==> config.mk <==
export PLATFORM = sky130hd
export DESIGN_NAME = ws2812_strip_driver
export DESIGN_NICKNAME = d
export VERILOG_FILES = /design/src/rtl/ws2812_pkg.sv /design/src/rtl/ws2812_bit_timer.sv /design/src/rtl/ws2812_strip_driver.sv
export SDC_FILE = /design/constraint.sdc
export NUM_CORES = 1
export LEC_CHECK = 0
export ABC_AREA = 1
export BUFFER_PORTS_ARGS = -buffer_cell sky130_fd_sc_hd__buf_4
export CAP_MARGIN = 40
export CORE_UTILIZATION = 30
export DETAILED_ROUTE_END_ITERATION = 10
export GPL_TIMING_DRIVEN = 0
export PLACE_DENSITY = 0.56
export SETUP_SLACK_MARGIN = 0.02
export SLEW_MARGIN = 20
export SYNTH_ARGS = -nofsm -noshare
export SYNTH_HDL_FRONTEND = slang
export SYNTH_SLANG_ARGS = --single-unit
==> constraint.sdc <==
create_clock -name clk -period 5.6 [get_ports clk]
set_clock_uncertainty 0.15 [all_clocks]
set_input_delay 0.28 -clock clk [delete_from_list [all_inputs] [get_ports clk]]
set_output_delay 0.28 -clock clk [all_outputs]
set_load 0.05 [all_outputs]
==> src/rtl/ws2812_pkg.sv <==
// Shared types, default 100 MHz timing and helpers for the WS2812 strip driver.
package ws2812_pkg;

    typedef enum logic [1:0] {
        IDLE,
        LOAD,
        SEND,
        LATCH
    } state_t;

    localparam int T_BIT_100MHZ   = 125;
    localparam int T0H_100MHZ     = 34;
    localparam int T1H_100MHZ     = 89;
    localparam int T_RESET_100MHZ = 5900;

    function automatic int max2(input int a, input int b);
        return (a > b) ? a : b;
    endfunction

endpackage

==> src/rtl/ws2812_bit_timer.sv <==
// Per-bit cycle counter; dout is registered from next-cycle values so the
// first high cycle lands on the cycle right after the timer is enabled.
module ws2812_bit_timer
#(
    parameter int T_BIT = 125,
    parameter int T0H   = 34,
    parameter int T1H   = 89,
    parameter int CW    = 13
)
(
    input  logic clk,
    input  logic reset,
    input  logic en,        // timer runs in the coming cycle
    input  logic bit_val,   // bit on the wire in the coming cycle
    output logic dout,
    output logic bit_end    // current cycle is the last cycle of a bit
);

    logic [CW-1:0] cyc, cyc_n;
    logic          run;

    always_comb begin
        cyc_n = '0;
        if (en && run && cyc != CW'(T_BIT - 1))
            cyc_n = cyc + 1'b1;
    end

    always_ff @(posedge clk) begin
        if (!reset) begin
            cyc  <= '0;
            run  <= 1'b0;
            dout <= 1'b0;
        end else begin
            cyc  <= cyc_n;
            run  <= en;
            dout <= en && (cyc_n < (bit_val ? CW'(T1H) : CW'(T0H)));
        end
    end

    assign bit_end = run && (cyc == CW'(T_BIT - 1));

endmodule

==> src/rtl/ws2812_strip_driver.sv <==
// WS2812/SK6812 strip driver: pulls NUM_LEDS pixels per frame, serialises
// them MSB-first as NRZ pulses, then holds the latch interval.
module ws2812_strip_driver
    import ws2812_pkg::*;
#(
    parameter int NUM_LEDS = 56,
    parameter int COLOUR_W = 24,
    parameter int T_BIT    = T_BIT_100MHZ,
    parameter int T0H      = T0H_100MHZ,
    parameter int T1H      = T1H_100MHZ,
    parameter int T_RESET  = T_RESET_100MHZ,
    localparam int IW      = (NUM_LEDS > 1) ? $clog2(NUM_LEDS) : 1
)
(
    input  logic                clk,
    input  logic                reset,
    input  logic                start,
    input  logic [COLOUR_W-1:0] pix_data,
    input  logic                pix_valid,
    output logic                pix_ready,
    output logic [IW-1:0]       led_idx,
    output logic                dout,
    output logic                busy,
    output logic                done,
    output logic                underrun
);

    localparam int CW = $clog2(max2(T_BIT, T_RESET));
    localparam int PW = $clog2(NUM_LEDS + 1);
    localparam int BW = (COLOUR_W > 1) ? $clog2(COLOUR_W) : 1;

    state_t              state, state_n;
    logic [COLOUR_W-1:0] shreg, shreg_n, pbuf, pbuf_n;
    logic                pbuf_vld, pbuf_vld_n;
    logic [BW-1:0]       bit_cnt, bit_cnt_n;
    logic [PW-1:0]       pix_cnt, pix_cnt_n;
    logic [IW-1:0]       idx_n;
    logic [CW-1:0]       lat_cnt, lat_cnt_n;
    logic                accept, bit_end, last_bit, more_pix;

    assign pix_ready = (state == LOAD) ||
                       (state == SEND && !pbuf_vld && pix_cnt < PW'(NUM_LEDS));
    assign accept    = pix_valid && pix_ready;
    assign last_bit  = (bit_cnt == BW'(COLOUR_W - 1));
    assign more_pix  = (led_idx < IW'(NUM_LEDS - 1));
    assign busy      = (state != IDLE);
    assign done      = (state == LATCH) && (lat_cnt == CW'(T_RESET - 1));
    // A pixel arriving on the very last cycle still counts as in time.
    assign underrun  = (state == SEND) && bit_end && last_bit && more_pix &&
                       !pbuf_vld && !accept;

    always_comb begin
        state_n    = state;
        shreg_n    = shreg;
        pbuf_n     = pbuf;
        pbuf_vld_n = pbuf_vld;
        bit_cnt_n  = bit_cnt;
        pix_cnt_n  = pix_cnt;
        idx_n      = led_idx;
        lat_cnt_n  = lat_cnt;
        unique case (state)
            IDLE: begin
                if (start) begin
                    state_n    = LOAD;
                    pix_cnt_n  = '0;
                    idx_n      = '0;
                    pbuf_vld_n = 1'b0;
                end
            end
            LOAD: begin
                if (accept) begin
                    shreg_n   = pix_data;
                    bit_cnt_n = '0;
                    pix_cnt_n = pix_cnt + 1'b1;
                    state_n   = SEND;
                end
            end
            SEND: begin
                if (accept) begin
                    pix_cnt_n  = pix_cnt + 1'b1;
                    pbuf_n     = pix_data;
                    pbuf_vld_n = 1'b1;
                end
                if (bit_end) begin
                    if (!last_bit) begin
                        shreg_n   = shreg << 1;
                        bit_cnt_n = bit_cnt + 1'b1;
                    end else if (more_pix && (pbuf_vld || accept)) begin
                        shreg_n    = pbuf_vld ? pbuf : pix_data;
                        pbuf_vld_n = 1'b0;
                        bit_cnt_n  = '0;
                        idx_n      = led_idx + 1'b1;
                    end else begin
                        state_n    = LATCH;
                        lat_cnt_n  = '0;
                        pbuf_vld_n = 1'b0;
                    end
                end
            end
            LATCH: begin
                lat_cnt_n = lat_cnt + 1'b1;
                if (done)
                    state_n = IDLE;
            end
            default: state_n = IDLE;
        endcase
    end

    always_ff @(posedge clk) begin
        if (!reset) begin
            state    <= IDLE;
            shreg    <= '0;
            pbuf     <= '0;
            pbuf_vld <= 1'b0;
            bit_cnt  <= '0;
            pix_cnt  <= '0;
            led_idx  <= '0;
            lat_cnt  <= '0;
        end else begin
            state    <= state_n;
            shreg    <= shreg_n;
            pbuf     <= pbuf_n;
            pbuf_vld <= pbuf_vld_n;
            bit_cnt  <= bit_cnt_n;
            pix_cnt  <= pix_cnt_n;
            led_idx  <= idx_n;
            lat_cnt  <= lat_cnt_n;
        end
    end

    ws2812_bit_timer #(
        .T_BIT (T_BIT),
        .T0H   (T0H),
        .T1H   (T1H),
        .CW    (CW)
    ) u_timer (
        .clk     (clk),
        .reset   (reset),
        .en      (state_n == SEND),
        .bit_val (shreg_n[COLOUR_W-1]),
        .dout    (dout),
        .bit_end (bit_end)
    );

endmodule

# Word level (Yosys, flattened, before mapping)
# Cells that the tools add are included.
[op_classes]
n_bitwise = 0
mux = 36
n_lt_le_gt_ge = 3
addsub = 5
shifts = 0
n_reduce_logical = 31
eq_ne = 16
n_div = 0
multipliers = 0
[op_table]
columns = ["op", "count"]
rows = [
  ["24-bit two-way mux", 5],
  ["13-bit two-way mux", 4],
  ["24-bit one-hot mux with 2 select lines", 1],
  ["6-bit two-way mux", 5],
  ["13-bit by 1-bit adder with 13-bit output (second input constant)", 2],
  ["13-bit one-hot mux with 2 select lines", 1],
  ["6-bit one-hot mux with 2 select lines", 2],
  ["5-bit two-way mux", 4],
  ["1-bit logical AND", 14],
  ["13-bit == test (second input constant)", 1],
  ["13-bit by 7-bit == test with 1-bit output (second input constant)", 1],
  ["13-bit < comparator", 1],
  ["13-bit by 7-bit inequality test with 1-bit output (second input constant)", 1],
  ["6-bit by 1-bit adder with 6-bit output (second input constant)", 2],
  ["6-bit < comparator (second input constant)", 2],
  ["2-bit two-way mux", 6],
  ["2-bit inequality test (second input constant)", 5],
  ["5-bit one-hot mux with 2 select lines", 1],
  ["2-bit nonzero test", 5],
  ["2-bit one-hot mux with 4 select lines", 1],
  ["4-bit AND reduction", 2],
  ["7-bit two-way mux", 1],
  ["2-bit == test (second input constant)", 3],
  ["5-bit by 1-bit adder with 5-bit output (second input constant)", 1],
  ["other kinds (13)", 20],
]
[totals]
romBits = 0
elab_cells = 103
inputBits = 28
mem_bits_rw = 0
register_bits = 96
latch_bits = 0
memories = 0

# Longest topological paths before layout
[depth]
depth_word = 17
mapped_depth = 24

# Cells and area by module
# From an unflattened synthesis, not the netlist that was laid out.
[hier_totals]
cells_unflattened = 917
area_unflattened_um2 = 5758.0
[by_module_without_submodules]
columns = ["module", "area_per_inst_um2", "cells_per_inst", "seq_area_each_um2", "instances"]
rows = [
  ["ws2812_strip_driver", 4765.8, 763, 1621.6, 1],
  ["ws2812_bit_timer", 992.2, 154, 300.3, 1],
]

# Worst setup path after synthesis
# Ideal clock, no wire load.
[synth_timing]
kind = "flip-flop to flip-flop"
from = "register state[0]"
to = "register u_timer.dout"
n_path_buf = 2
arrival_ns = 2.755
t_required_ns = 5.380
synth_period_minus_slack_ns = 2.975
setup_slack_ns = 2.625
path_stages_with_launch = 23
cell_sequence = "dfxtp_1 inv_1 ha_1 buf_6 inv_6 nor2_1 nand2_1 nand2_2 nand2_4 nand2_4 nand2_8 nand3_1 nand2_1 nand2_2 nand2_2 buf_2 nor2_1 ha_1 a21oi_1 nand2_1 nor2_1 nand3_1 a21oi_1"
[synth_between]
elab_chain_cells = 17
word_cells_on_any_way = 30
cone_classes = "order compare (1); eq/ne (4); mux (14); reduce/logical (11)"
[synth_rtl]
columns = ["item", "line_no", "rtl"]
rows = [
  ["start: declaration", "ws2812_strip_driver.sv:32", "state_t state, state_n;"],
  ["start signal: assignment", "ws2812_strip_driver.sv:120", "state <= state_n;"],
  ["2-bit == test", "ws2812_strip_driver.sv:42", "(state == SEND && !pbuf_vld && pix_cnt < PW'(NUM_LEDS));"],
  ["1-bit logical AND (2 in a row)", "ws2812_strip_driver.sv:42", ""],
  ["1-bit logical OR (*)", "ws2812_strip_driver.sv:41", "assign pix_ready = (state == LOAD) ||"],
  ["named net pix_ready", "ws2812_strip_driver.sv:20", "output logic pix_ready,"],
  ["1-bit logical AND (*)", "ws2812_strip_driver.sv:43", "assign accept = pix_valid && pix_ready;"],
  ["1-bit logical OR", "ws2812_strip_driver.sv:88", "end else if (more_pix && (pbuf_vld || accept)) begin"],
  ["1-bit logical AND", "ws2812_strip_driver.sv:88", ""],
  ["2-bit two-way mux", "ws2812_strip_driver.sv:88", ""],
  ["2-bit two-way mux", "ws2812_strip_driver.sv:85", "if (!last_bit) begin"],
  ["2-bit two-way mux", "ws2812_strip_driver.sv:84", "if (bit_end) begin"],
  ["2-bit one-hot mux with 4 select lines (*)", "ws2812_strip_driver.sv:61", "unique case (state)"],
  ["2-bit == test (*)", "ws2812_strip_driver.sv:139", ".en (state_n == SEND),"],
  ["1-bit logical AND (*) (2 in a row)", "ws2812_bit_timer.sv:24", "if (en && run && cyc != CW'(T_BIT - 1))"],
  ["13-bit two-way mux (*)", "ws2812_bit_timer.sv:24", ""],
  ["named net u_timer.cyc_n[6]", "ws2812_bit_timer.sv:19", "logic [CW-1:0] cyc, cyc_n;"],
  ["13-bit < comparator (*)", "ws2812_bit_timer.sv:36", "dout <= en && (cyc_n < (bit_val ? CW'(T1H) : CW'(T0H)));"],
  ["1-bit logical AND (*)", "ws2812_bit_timer.sv:36", ""],
  ["end signal: assignment", "ws2812_bit_timer.sv:36", ""],
  ["end: declaration", "ws2812_bit_timer.sv:15", "output logic dout,"],
]
# Mark *: on every way through the listed nets, which the timed path passes. The rest lies on a longest branch. The select of a mux whose other input is x is not followed.
# A chain may end at the register's enable or synchronous reset.

# Final worst setup path
[layout_timing]
from = "register state[0]"
to = "register u_timer.dout"
[layout_between]
word_cells_on_any_way = 30
cone_classes = "order compare (1); eq/ne (4); mux (14); reduce/logical (11)"
[layout_lines]
columns = ["item", "line_no", "rtl"]
rows = [
  ["2-bit == test", "ws2812_strip_driver.sv:42, ws2812_strip_driver.sv:61", ""],
  ["1-bit logical AND (2 in a row)", "ws2812_strip_driver.sv:42", ""],
  ["1-bit logical OR", "ws2812_strip_driver.sv:41", ""],
  ["1-bit logical AND", "ws2812_strip_driver.sv:43", ""],
  ["1-bit logical OR", "ws2812_strip_driver.sv:88", ""],
  ["1-bit logical AND", "ws2812_strip_driver.sv:88", ""],
  ["24-bit two-way mux", "ws2812_strip_driver.sv:88", ""],
  ["24-bit two-way mux", "ws2812_strip_driver.sv:85", ""],
  ["24-bit two-way mux", "ws2812_strip_driver.sv:84", ""],
  ["24-bit one-hot mux with 2 select lines (*)", "ws2812_strip_driver.sv:61", ""],
  ["named net shreg_n[23]", "ws2812_strip_driver.sv:33", "logic [COLOUR_W-1:0] shreg, shreg_n, pbuf, pbuf_n;"],
  ["7-bit two-way mux (*)", "ws2812_bit_timer.sv:36", ""],
  ["13-bit < comparator (*)", "ws2812_bit_timer.sv:36", ""],
  ["1-bit logical AND (*)", "ws2812_bit_timer.sv:36", ""],
]
# Marks and branches as above.

==> results.cfg <==
[die]
die_h_um = 134.0
ios = 39
die_width_um = 134.0
std_cell_rows = 47
fp.coreArea_um2 = 16820
start_util_pct = 31.07
dieArea_um2 = 17950

[grt]
grt_start_max_net_pins = 15
grt_overflow = 0
grt_pass1_vias = 4814
grt_pass1_wl_mm = 22.87
antenna_found_initial = 0
grt_usage_pct = 15.72

[critical_path]
startpoint = state[0]
critPathSlowestCell = a21oi_1
timing.rr.end = u_timer.dout
cp-endpoint = u_timer.dout
path_buf_inv = 4
cp_max_fo = 9
cp.depth = 21
cp_common_cell = nand2_1
r2r-start = state[0]
path_delay_family = simple AND/OR/NAND/NOR gates
crit_required_ns = 5.73
critPathMaxStageDelay_ns = 0.38
r2r_setup_slack_ns = 2.32
r2r_cells = 21
start_kind = register
cp.arrival_ns = 3.41
criticalPathCategory = register to register
critPathCaptureType = register
crit_chain = inv_1 > ha_1 > buf_6 > inv_6 > nor2_1 > nand2_1 > nand2_2 > nand2_4 > nand2_4 > nand2_8 > nand2_1 > nand3_1 > nand2_1 > a21oi_1 > inv_1 > ha_1 > a21oi_1 > nand2_1 > nor2_1 > nand3_1 > a21oi_1

[timing]
fin_crit_sh_pct = 58.50
period_needed_ns = 3.276
rsz0062_at_grt = no
worstMarginPinSlew_ns = 0.5732
tns_ns = 0
setup_viol = 0
drv_slew = 0
relSlewSlack_pct = 61.79
final-hold-violation-count = 0
max_clock_freq_mhz = 305.2

[layout]
drive_gt1_share_pct = 10.89
area_growth_syn_to_layout_pct = 16.50
antenna_cells = 0
final_nets = 831
finalNonFillerCells = 1010

[hold_path]
min_path_type = input pin to register

[clock_tree]
cts_max_path_buffers = 2
path_clk_slew_ns = 0.07
htreeDepth = 3
ctsResizeCount = 0
cts.sinks = 96
cts_tree = done
cts_buffers = 9
postCtsSetupRepairBufs = 0
hold_buffers = 0
worstSkewPairLatency_ns = 0.35
root_buffer = clkbuf_16

[placement]
dp_hpwl_mm = 9.793
placedCellCount = 996
place_congestion = 0.7995
portBuffers = 38

[power]
power.density_nw_per_um2 = 431.0
p_leak_nw = 2.311
vdd_drop_max_uv = 330.7

[logic_synthesis]
synth.avg_cell_area_um2 = 7.080
yosysWarnings = 0
seq_area_frac_synth_pct = 36.78
syn-instance-count = 738
synth_top_area_cell = dfxtp_1
synth-seq-cells = 96
async_flop_share_pct = 0
syn-num-nets = 782
ys.flop_type = dfxtp_1
synth_area_leaders = dfxtp_1, nand2_1, o21ai_0
synth_top_area_share_pct = 36.78
synth_edf_count = 0
syn_area_um2 = 5225
synthDistinctLibCells = 44

[flow_run]
drv_cap = 0

[routing]
via_per_inst = 4.749
finalWirelength_mm = 13.14
num_vias = 4796
wl_per_cell_um = 13.01
drc = 0
detail-route-antenna-nets = 0
dr.pass1.iters = 4
drt_iter0_drc = 197

[status]
status = finished clean
## placed cells by master, fill, tap and decap left out, types with 2 or more instances in the layout
cell type,count
a21oi_1,73
a22oi_1,22
and3_1,2
buf_2,5
buf_4,39
buf_6,2
bufinv_16,2
clkbuf_1,30
clkbuf_16,9
dfxtp_1,96
ha_1,16
inv_1,81
inv_2,4
nand2_1,123
nand2_2,10
nand2_4,2
nand3_1,29
nand3b_1,4
nand4_1,6
nor2_1,52
nor2_2,2
nor2_4,2
nor3_1,28
nor3b_1,5
o211a_1,2
o21ai_0,88
o21bai_1,2
o31ai_1,23
xor2_1,13
## routing by layer
layer	part of all wire (%)	up-vias	global-route usage [%]	wire length, um
li1	-	2580	-	-
met1	48	2138	19.91	6259
met2	46	67	26.54	6104
met3	4.6	11	3.401	608
met4	1.3	0	4.798	168
met5	0	-	0	0
## power by group
group / leakage [nW] / total (mW) / internal, mW / switching, mW
Clock: 0.146 / 0.649 / 0.388 / 0.261
Sequential: 0.779 / 0.911 / 0.832 / 0.0784
Combinational: 1.39 / 1.06 / 0.356 / 0.708
## worst register-to-register path: cells and delay by family, from the launching register on
family / cells / cell delay, ns
simple gates: 12 / 0.92
compound gates: 3 / 0.65
fa+ha+maj: 2 / 0.57
buf+inv: 4 / 0.56
flops: 1 / 0.36
## cell type report
type	count	area (um^2)
timing repair buffer	38	285.3
tap	220	275.3
buffer	37	163.9
clock buffer	11	232.7
inverter	86	327.8
clock inverter	3	68.82
fill	1844	10730
sequential	96	1922
multi-input combinational	519	2811
## through the flow
stage / setup WS [ns] / utilization (%) / hold WS [ns] / area, um^2 / total power [mW]
after floorplan: 2.625 / - / 0.2792 / 5225 / 1.714
after global placement: 2.345 / 34.40 / 0.2933 / 5786 / 1.984
after detailed placement: 2.348 / 34.40 / 0.2984 / 5786 / 1.991
after CTS: 2.310 / 36.19 / 0.06316 / 6087 / 2.656
after global routing: 1.979 / 36.19 / 0.07896 / 6087 / 2.845
final: 2.324 / 36.19 / 0.07633 / 6087 / 2.624
## kinds of logic after synthesis
family / synth area share (%)
DFF: 36.78
buffers and inverters: 9.411
adders and majority gates: 3.831
and+or+nand+nor: 24.07
xor gates and xnor gates: 2.347
AOI/OAI and AO/OA: 23.56
## sequential cells by signal, indices dropped and copies added, names as in the netlist
| name | count |
|---|---|
| pix_cnt | 6 |
| pbuf | 24 |
| u_timer.dout | 1 |
| u_timer.cyc | 13 |
| u_timer.run | 1 |
| state | 2 |
| bit_cnt | 5 |
| shreg | 24 |
| led_idx | 6 |
| lat_cnt | 13 |
| pbuf_vld | 1 |
## cells in the mapped netlist (6+ instances only)
| cell type | count |
|---|---|
| nand2_2 | 10 |
| nand2_1 | 123 |
| clkbuf_1 | 28 |
| nor2_1 | 52 |
| nor3_1 | 28 |
| inv_1 | 81 |
| nand4_1 | 6 |
| o31ai_1 | 23 |
| a22oi_1 | 22 |
| ha_1 | 16 |
| a21oi_1 | 73 |
| o21ai_0 | 88 |
| nand3_1 | 29 |
| dfxtp_1 | 96 |
| xor2_1 | 13 |
## how the worst min path moves through the flow
stage / cells past startpoint / slack [ns] / end / from
after floorplan: 2 / 0.28 / pbuf[0] / pbuf[0]
after detailed placement: 2 / 0.30 / pbuf[14] / pbuf[14]
after CTS: 3 / 0.06 / pbuf[3] / pix_data[3]
final: 3 / 0.08 / pbuf[14] / pix_data[14]
after global placement: 2 / 0.29 / pbuf[19] / pbuf[19]
after global routing: 3 / 0.08 / pbuf[14] / pix_data[14]
(Power assumes the default switching activity.)
